### src/rtl/booth_pkg.sv
// Shared definitions for the radix-4 Booth multiplier controller:
// FSM state encoding, step counts and the Booth digit encoding.
package booth_pkg;

    // Controller states
    typedef enum logic [1:0] {
        ST_IDLE = 2'd0,
        ST_RUN  = 2'd1,
        ST_DONE = 2'd2
    } state_e;

    // Number of radix-4 digits processed per operation.
    // Signed operands need 16 digits; the zero-extended unsigned operand
    // needs one extra digit to pick up its top bit.
    localparam logic [4:0] STEPS_SIGNED   = 5'd16;
    localparam logic [4:0] STEPS_UNSIGNED = 5'd17;

    // Magnitude part of a Booth digit: no-op, 1x or 2x multiplicand
    typedef enum logic [1:0] {
        MAG_NOP = 2'd0,
        MAG_ONE = 2'd1,
        MAG_TWO = 2'd2
    } digit_mag_e;

    // Sign part of a Booth digit: add or subtract the selected multiple
    typedef enum logic {
        DIG_ADD = 1'b0,
        DIG_SUB = 1'b1
    } digit_sign_e;

    // Extend a 32-bit operand to 34 bits, sign- or zero-extended
    function automatic logic [33:0] extend_operand(input logic [31:0] value,
                                                   input logic        is_sgn);
        return {{2{is_sgn & value[31]}}, value};
    endfunction

endpackage

### src/rtl/booth_recoder.sv
// Radix-4 Booth recoder: maps a 3-bit multiplier window
// {y[2i+1], y[2i], y[2i-1]} onto a digit in {-2,-1,0,+1,+2},
// returned as a magnitude and a sign.
module booth_recoder
    import booth_pkg::*;
(
    input  logic [2:0]  window,
    output digit_mag_e  mag,
    output digit_sign_e sign
);

    // Pure table lookup; 000 and 111 fall through to the zero digit
    always_comb begin
        mag  = MAG_NOP;
        sign = DIG_ADD;
        case (window)
            3'b001, 3'b010: begin
                mag  = MAG_ONE;
                sign = DIG_ADD;
            end
            3'b011: begin
                mag  = MAG_TWO;
                sign = DIG_ADD;
            end
            3'b100: begin
                mag  = MAG_TWO;
                sign = DIG_SUB;
            end
            3'b101, 3'b110: begin
                mag  = MAG_ONE;
                sign = DIG_SUB;
            end
            default: begin
                mag  = MAG_NOP;
                sign = DIG_ADD;
            end
        endcase
    end

endmodule

### src/rtl/booth_mult_ctrl.sv
// Iterative radix-4 Booth multiplier (MULT / MULTU), one digit per cycle.
// Optional build macro BOOTH_EARLY_TERM_EN: finish RUN as soon as every
// remaining multiplier digit is zero.
module booth_mult_ctrl
    import booth_pkg::*;
(
    input  logic        clk,
    input  logic        rst_n,
    input  logic        start,
    input  logic        is_signed,
    input  logic        abort,
    input  logic [31:0] mcand,
    input  logic [31:0] mplier,
    output logic        busy,
    output logic        done,
    output logic [31:0] hi,
    output logic [31:0] lo
);

    state_e      state, state_nxt;
    logic [33:0] mcand_q;
    logic [34:0] mreg;
    logic [34:0] mreg_nxt;
    logic [65:0] acc;
    logic [65:0] acc_nxt;
    logic [65:0] partial;
    logic [4:0]  step;
    logic [4:0]  last_idx;
    logic        signed_q;
    logic        last_step;
    logic        accept;
    digit_mag_e  dig_mag;
    digit_sign_e dig_sign;

    // The low three bits of the multiplier shift register form the current window
    booth_recoder u_recoder (
        .window (mreg[2:0]),
        .mag    (dig_mag),
        .sign   (dig_sign)
    );

    assign accept   = (state == ST_IDLE) && start && !abort;
    assign last_idx = signed_q ? (STEPS_SIGNED - 5'd1) : (STEPS_UNSIGNED - 5'd1);

    // Build d*mcand at weight 4^step, accumulate it, and shift the window down two bits
    always_comb begin
        logic [65:0] mcand_wide;
        logic [65:0] multiple;
        mcand_wide = {{32{mcand_q[33]}}, mcand_q};
        multiple   = '0;
        case (dig_mag)
            MAG_ONE: multiple = mcand_wide;
            MAG_TWO: multiple = mcand_wide << 1;
            default: multiple = '0;
        endcase
        if (dig_sign == DIG_SUB) begin
            multiple = ~multiple + 66'd1;
        end
        partial  = multiple << {step, 1'b0};
        acc_nxt  = acc + partial;
        mreg_nxt = {mreg[34], mreg[34], mreg[34:2]};
`ifdef BOOTH_EARLY_TERM_EN
        // Once the remaining bits all match the sign, every later digit is zero
        // and the accumulator already holds the exact product.
        last_step = (step == last_idx) || (mreg_nxt == '0) || (mreg_nxt == '1);
`else
        last_step = (step == last_idx);
`endif
    end

    // State register
    always_ff @(posedge clk or negedge rst_n) begin
        if (!rst_n) begin
            state <= ST_IDLE;
        end else begin
            state <= state_nxt;
        end
    end

    // Next-state logic and status outputs; abort beats both start and step completion
    always_comb begin
        state_nxt = state;
        busy      = 1'b0;
        done      = 1'b0;
        case (state)
            ST_IDLE: begin
                if (start && !abort) begin
                    state_nxt = ST_RUN;
                end
            end
            ST_RUN: begin
                busy = 1'b1;
                if (abort) begin
                    state_nxt = ST_IDLE;
                end else if (last_step) begin
                    state_nxt = ST_DONE;
                end
            end
            ST_DONE: begin
                done      = 1'b1;
                state_nxt = ST_IDLE;
            end
            default: begin
                state_nxt = ST_IDLE;
            end
        endcase
    end

    // Datapath: latch operands on accept, iterate in RUN, publish hi/lo entering DONE
    always_ff @(posedge clk or negedge rst_n) begin
        if (!rst_n) begin
            mcand_q  <= '0;
            mreg     <= '0;
            acc      <= '0;
            step     <= '0;
            signed_q <= 1'b0;
            hi       <= '0;
            lo       <= '0;
        end else if (accept) begin
            mcand_q  <= extend_operand(mcand, is_signed);
            mreg     <= {extend_operand(mplier, is_signed), 1'b0};
            acc      <= '0;
            step     <= '0;
            signed_q <= is_signed;
        end else if ((state == ST_RUN) && !abort) begin
            acc  <= acc_nxt;
            mreg <= mreg_nxt;
            step <= step + 5'd1;
            if (last_step) begin
                hi <= acc_nxt[63:32];
                lo <= acc_nxt[31:0];
            end
        end
    end

endmodule

### config.mk
export PLATFORM = sky130hd
export DESIGN_NAME = booth_mult_ctrl
export DESIGN_NICKNAME = d
export VERILOG_FILES = /design/src/rtl/booth_pkg.sv /design/src/rtl/booth_recoder.sv /design/src/rtl/booth_mult_ctrl.sv
export SDC_FILE = /design/constraint.sdc
export NUM_CORES = 1
export LEC_CHECK = 0
export BUFFER_PORTS_ARGS = -buffer_cell sky130_fd_sc_hd__buf_2
export CELL_PAD_IN_SITES_DETAIL_PLACEMENT = 1
export CELL_PAD_IN_SITES_GLOBAL_PLACEMENT = 1
export CORE_MARGIN = 2
export CORE_UTILIZATION = 30
export CTS_CLUSTER_DIAMETER = 30
export CTS_CLUSTER_SIZE = 40
export DETAILED_ROUTE_END_ITERATION = 7
export GPL_TIMING_DRIVEN = 1
export PLACE_DENSITY_LB_ADDON = 0.1
export SLEW_MARGIN = 20
export SYNTH_ARGS = -nofsm -noshare
export SYNTH_HDL_FRONTEND = slang
export SYNTH_SLANG_ARGS = --single-unit
### constraint.sdc
create_clock -name clk -period 9.71 [get_ports clk]
set_input_delay 1.4565 -clock clk [delete_from_list [all_inputs] [get_ports clk]]
set_output_delay 1.4565 -clock clk [all_outputs]
set_load 0.005 [all_outputs]
-- Word-level counts from Yosys, hierarchy flattened
Cells that the tools add are included.
- add/sub/neg operators: 3
- multiply operators: 0
- divide/modulo/power cells: 0
- order comparisons: 0
- equal/unequal tests: 13
- shifts and indexed selects: 1
- muxes and demuxes: 17
- bitwise logic cells: 4
- reduce and logical (&&, ||, !) cells: 12
- operator list (kind ; number):
    66-bit 2-to-1 mux ; 3
    66-bit one-hot mux with 2 select lines ; 1
    66-bit by 1-bit adder with 66-bit output (second input constant) ; 1
    66-bit adder ; 1
    66-bit inverter ; 1
    66-bit by 6-bit left shift with 66-bit output ; 1
    35-bit 2-to-1 mux ; 1
    34-bit 2-to-1 mux ; 1
    5-bit 2-to-1 mux ; 3
    3-bit == test (second input constant) ; 3
    2-bit one-hot mux with 2 select lines ; 2
    3-bit by 2-bit == test with 1-bit output (second input constant) ; 2
    2-bit 2-to-1 mux ; 3
    5-bit by 1-bit adder with 5-bit output (second input constant) ; 1
    5-bit == test ; 1
    2-bit by 1-bit == test with 1-bit output (second input constant) ; 2
    2-bit == test (second input constant) ; 2
    1-bit logical AND ; 4
    4-bit OR reduction ; 1
    3-bit by 1-bit == test with 1-bit output (second input constant) ; 1
    1-bit 2-to-1 mux ; 3
    3-bit inequality test (second input constant) ; 1
    3-bit AND reduction ; 1
    3-bit OR reduction ; 1
    8 further kinds ; 9
- register bits after elaboration: 206
- bits in latches: 0
- bits in writable memories: 0
- memory bits (read-only): 0
- output and inout port bits: 66
- word-level logic and storage cells: 59
- memories: 0

-- Logic depth before layout (Yosys ltp)
- depth in word-level cells: 12
- gate-level depth with buffers: 36
- gate-level depth less buffers: 30

-- By module
From an unflattened synthesis, not the netlist that was laid out.
- cells, all modules: 1943
- area total of the unflattened synthesis: 16017.9 µm²
- modules (own cells, without submodules) (module ; instances ; cells each ; area an instance (µm²) ; seq. area each (µm²)):
    booth_mult_ctrl ; 1 ; 1938 ; 15986.6 ; 5104.9
    booth_recoder ; 1 ; 5 ; 31.3 ; 0.0

-- Worst setup path after synthesis
OpenSTA, ideal clock, no wires.
- path type: flip-flop to flip-flop
- from: reg mreg[0]
- to: reg hi[28]
- library setup time: 0.125 ns
- arrival: 6.687 ns
- slack: 2.898 ns
- cell stages (with the launch flop): 34
- path buffers: 4
- clock period less this slack: 6.812 ns
- cells stage by stage: dfrtp_1 > inv_1 > ha_1 > mux2_2 > ha_1 > buf_6 > buf_2 > buf_2 > inv_1 > nand3_1 > ha_1 > o21ai_1 > nor4_4 > nand4_1 > o21a_1 > xor2_1 > o221ai_1 > mux2i_1 > mux2_2 > mux2i_1 > nor2_1 > ha_1 > clkbuf_1 > inv_1 > o21ai_0 > a21oi_1 > nor2b_1 > nand3b_1 > o31ai_1 > a21o_1 > a31oi_1 > o41ai_1 > xor2_1 > mux2_2
- cells in the longest elaborated chain, start to end: 10
- RTL lines (what ; RTL line ; source):
    start, declared ; booth_mult_ctrl.sv:22 ; logic [34:0] mreg;
    start signal, assigned ; booth_mult_ctrl.sv:121 ; mreg <= {extend_operand(mplier, is_signed), 1'b0};
    start signal, assigned ; booth_mult_ctrl.sv:127 ; mreg <= mreg_nxt;
    3-bit by 1-bit == test with 1-bit output, or another cell as far along ; booth_recoder.sv:16 ; case (window)
    4-bit OR reduction (no line) / 2-bit OR reduction (equally long branches) ; - ;
    2-bit one-hot mux with 2 select lines ; booth_recoder.sv:16 ;
    2-bit == test / 2-bit by 1-bit == test with 1-bit output (equally long branches) ; booth_mult_ctrl.sv:51 ; case (dig_mag)
    66-bit one-hot mux with 2 select lines ; booth_mult_ctrl.sv:51 ;
    66-bit inverter ; booth_mult_ctrl.sv:57 ; multiple = ~multiple + 66'd1;
    66-bit by 1-bit adder with 66-bit output ; booth_mult_ctrl.sv:57 ;
    66-bit 2-to-1 mux (*) ; booth_mult_ctrl.sv:56 ; if (dig_sign == DIG_SUB) begin
    66-bit by 6-bit left shift with 66-bit output (*) ; booth_mult_ctrl.sv:59 ; partial = multiple << {step, 1'b0};
    66-bit adder (*) ; booth_mult_ctrl.sv:60 ; acc_nxt = acc + partial;
    end signal, assigned ; booth_mult_ctrl.sv:130 ; hi <= acc_nxt[63:32];
    end, declared ; booth_mult_ctrl.sv:16 ; output logic [31:0] hi,
Mark *: on every way between the ends. The rest lies on a longest branch, timed or not.
A chain may end at the register's enable or synchronous reset.

-- Worst setup path after layout
Same ends and word-level chain as after synthesis.

==> results.cfg <==
[logic_synthesis]
ys_seq_area_share_pct = 32.02
netlist_top_cells_area = dfrtp_1 (32%), nand2_1 (11%), ha_1 (5.7%)
yosys_warnings = 0
syn_area_um2 = 15940
netlist_instances = 2029
ys_async_sr_fraction_pct = 100.0
ys_types = 99
synth_edf_count = 0
synthFlopType = dfrtp_1
synth_top_cell_by_area = dfrtp_1
avgSynthCellArea_um2 = 7.858
yosysTopAreaCellShare_pct = 32.02
syn_nets = 2171
synth-seq-cells = 204

[critical_path]
path_class = flip-flop to flip-flop
slowest_delay_ns = 0.65
cp_num_buf_inv = 3
cp.arrival_ns = 9.01
cp_max_fo = 27
critPathLaunchType = flip-flop
crit_family = compound AO/OA/AOI/OAI gates
cp.required_ns = 10.19
crit_path_end_kind = flip-flop
cp_slowest_cell = o31ai_1

[die]
core_um2 = 52550
die_h_um = 234.5
die_w_um = 234.5
initial_core_util_pct = 30.34
fp.dieArea_um2 = 55010
num_rows = 84
io_pins = 135

[final_layout]
nets = 2260
syn_to_final_growth_pct = 20.36
drive_above_1_share_pct = 15.41
antennaDiodeCount = 0
multi_input_area_um2 = 10160
seq_area_um2 = 5105
n_fill_cell = 6272

[grt]
grt_pass1_vias = 16070
grt_max_degree = 99
grt_antenna_before_repair = 0
grt-ovfl-total = 0
grt_usage_pct = 21.95
grt_pass1_wl_um = 94590

[placed_design]
io_buffers = 134
routabilityCongestion = 0.8761
place_hpwl_um = 45070

[timing]
setup_tns_ns = 0
hold_viol = 0
rsz0062_at_grt = false
finalSetupViolations = 0
slew-limit-headroom_pct = 42.41
worstMarginPinSlew_ns = 0.8560
fmax_mhz = 117.3
period_minus_slack_ns = 8.524
skew_ns = 0.01489
slew_viol_final = 0
period_share_pct = 87.79

[clocking]
cts_resized = 0
cts.clk_slew.worst_paths_ns = 0.04
cts_max_path_buffers = 3
root_buffer = clkbuf_16
postCtsSetupRepairBufs = 0
clk-insertion-delay-late_ns = 0.61
holdBufCountCts = 0
cts_tree = built
cts_max_level = 2
numCtsBuffers = 58
cts.sinks = 204

[route]
wl_met2_um = 27690
met3WireLength_um = 2047
routed.top_layer = met4
wirelength_um = 59790
ant_nets = 0
wl_met1_um = 28390
drtIter0Drc = 793
wl_per_cell_um = 20.99
dr.pass1.iters = 5
vias = 15510
drc = 0
avgViaCountPerCell = 5.445

[run_status]
status = completed

[job]
maxCapViolCount = 0

[hold_path]
hold_path.class = flip-flop to flip-flop
cell type report:
type	count	share of cell area, %
multi-input combinational	1655	52.95
sequential	204	26.60
inverter	38	0.7433
clock buffer	82	8.658
timing repair buffer	161	4.603
tap	688	4.486
clock inverter	21	1.962
metal layers:
| metal | global-route usage, % | vias to the layer above |
|---|---|---|
| met3 | 2.859 | 83 |
| met5 | 0 | - |
| li1 | - | 7451 |
| met2 | 35.98 | 285 |
| met1 | 29.95 | 7693 |
| met4 | 6.879 | 0 |
kinds of logic after synthesis:
kind of cell    count (synthesis)  synth area share [%]
compound gates                635                 26.84
fa+ha+maj                      73                 5.776
flops                         204                 32.02
xor+xnor                       96                 5.415
simple gates                  789                 21.25
mux                            62                 4.206
buf+inv                       170                 4.497
registers in the layout, indices dropped and copies added, names as in the netlist:
name      cells
lo           32
step          5
mcand_q      33
mreg         35
state         2
signed_q      1
acc          64
hi           32
final timing paths:
path                                     start                   to  slack [ns]  cells past startpoint
max reg2reg                mreg[0]$_DFFE_PN0P_   hi[28]$_DFFE_PN0P_        1.19                     29
min                          lo[4]$_DFFE_PN0P_    lo[4]$_DFFE_PN0P_        0.46                      2
max in group asynchronous                rst_n  acc[52]$_DFFE_PN0P_        7.44                      2
min reg2reg                  lo[4]$_DFFE_PN0P_    lo[4]$_DFFE_PN0P_        0.46                      2
min in group asynchronous                rst_n   lo[11]$_DFFE_PN0P_        0.86                      1
max                        mreg[0]$_DFFE_PN0P_   hi[28]$_DFFE_PN0P_        1.19                     29
stage by stage:
step	std cells	util (%)	hold slack (ns)	setup WS [ns]	instance area, µm²
5_1_grt	2849	36.52	0.4890	0.5135	19190
3_5_place_dp	2746	32.64	0.4592	1.198	17150
6_report	2849	36.52	0.4634	1.186	19190
2_1_floorplan	2029	-	0.4563	2.898	15940
4_1_cts	2849	36.52	0.4695	1.189	19190
3_3_place_gp	2746	32.64	0.4542	1.408	17150
Yosys cell counts (all sizes together), types with 13 or more instances:
library cell  number
buf               38
nand2            448
a31oi             59
nand3             25
a22oi             45
ha                72
nand4             17
a21o              42
mux2              20
dfrtp            204
and2              16
xor2              30
clkbuf            94
o22ai             15
inv               37
o21ai            139
mux2i             40
o31ai             13
nor4              19
xnor2             66
nor3              28
a21oi            144
a22o              56
nor2             186
o21bai            15
tightest hold or removal path, stage by stage, from the launching register on:
cell	delay, ns
dfrtp_1	0.33
nand2_1	0.05
nand2_1	0.05
placed cells by master, fill, tap and decap left out, types with 40 or more instances in the layout:
cell type,instances
nand2_1,445
dfrtp_1,204
nor2_1,184
a21oi_1,141
buf_2,133
o21ai_0,122
ha_1,71
xnor2_1,64
clkbuf_16,58
a31oi_1,56
a22o_1,56
a21o_1,42
mux2i_1,40
Power is not shown: default switching activity piles up to over one toggle a cycle in this logic, so the estimate is an artifact.
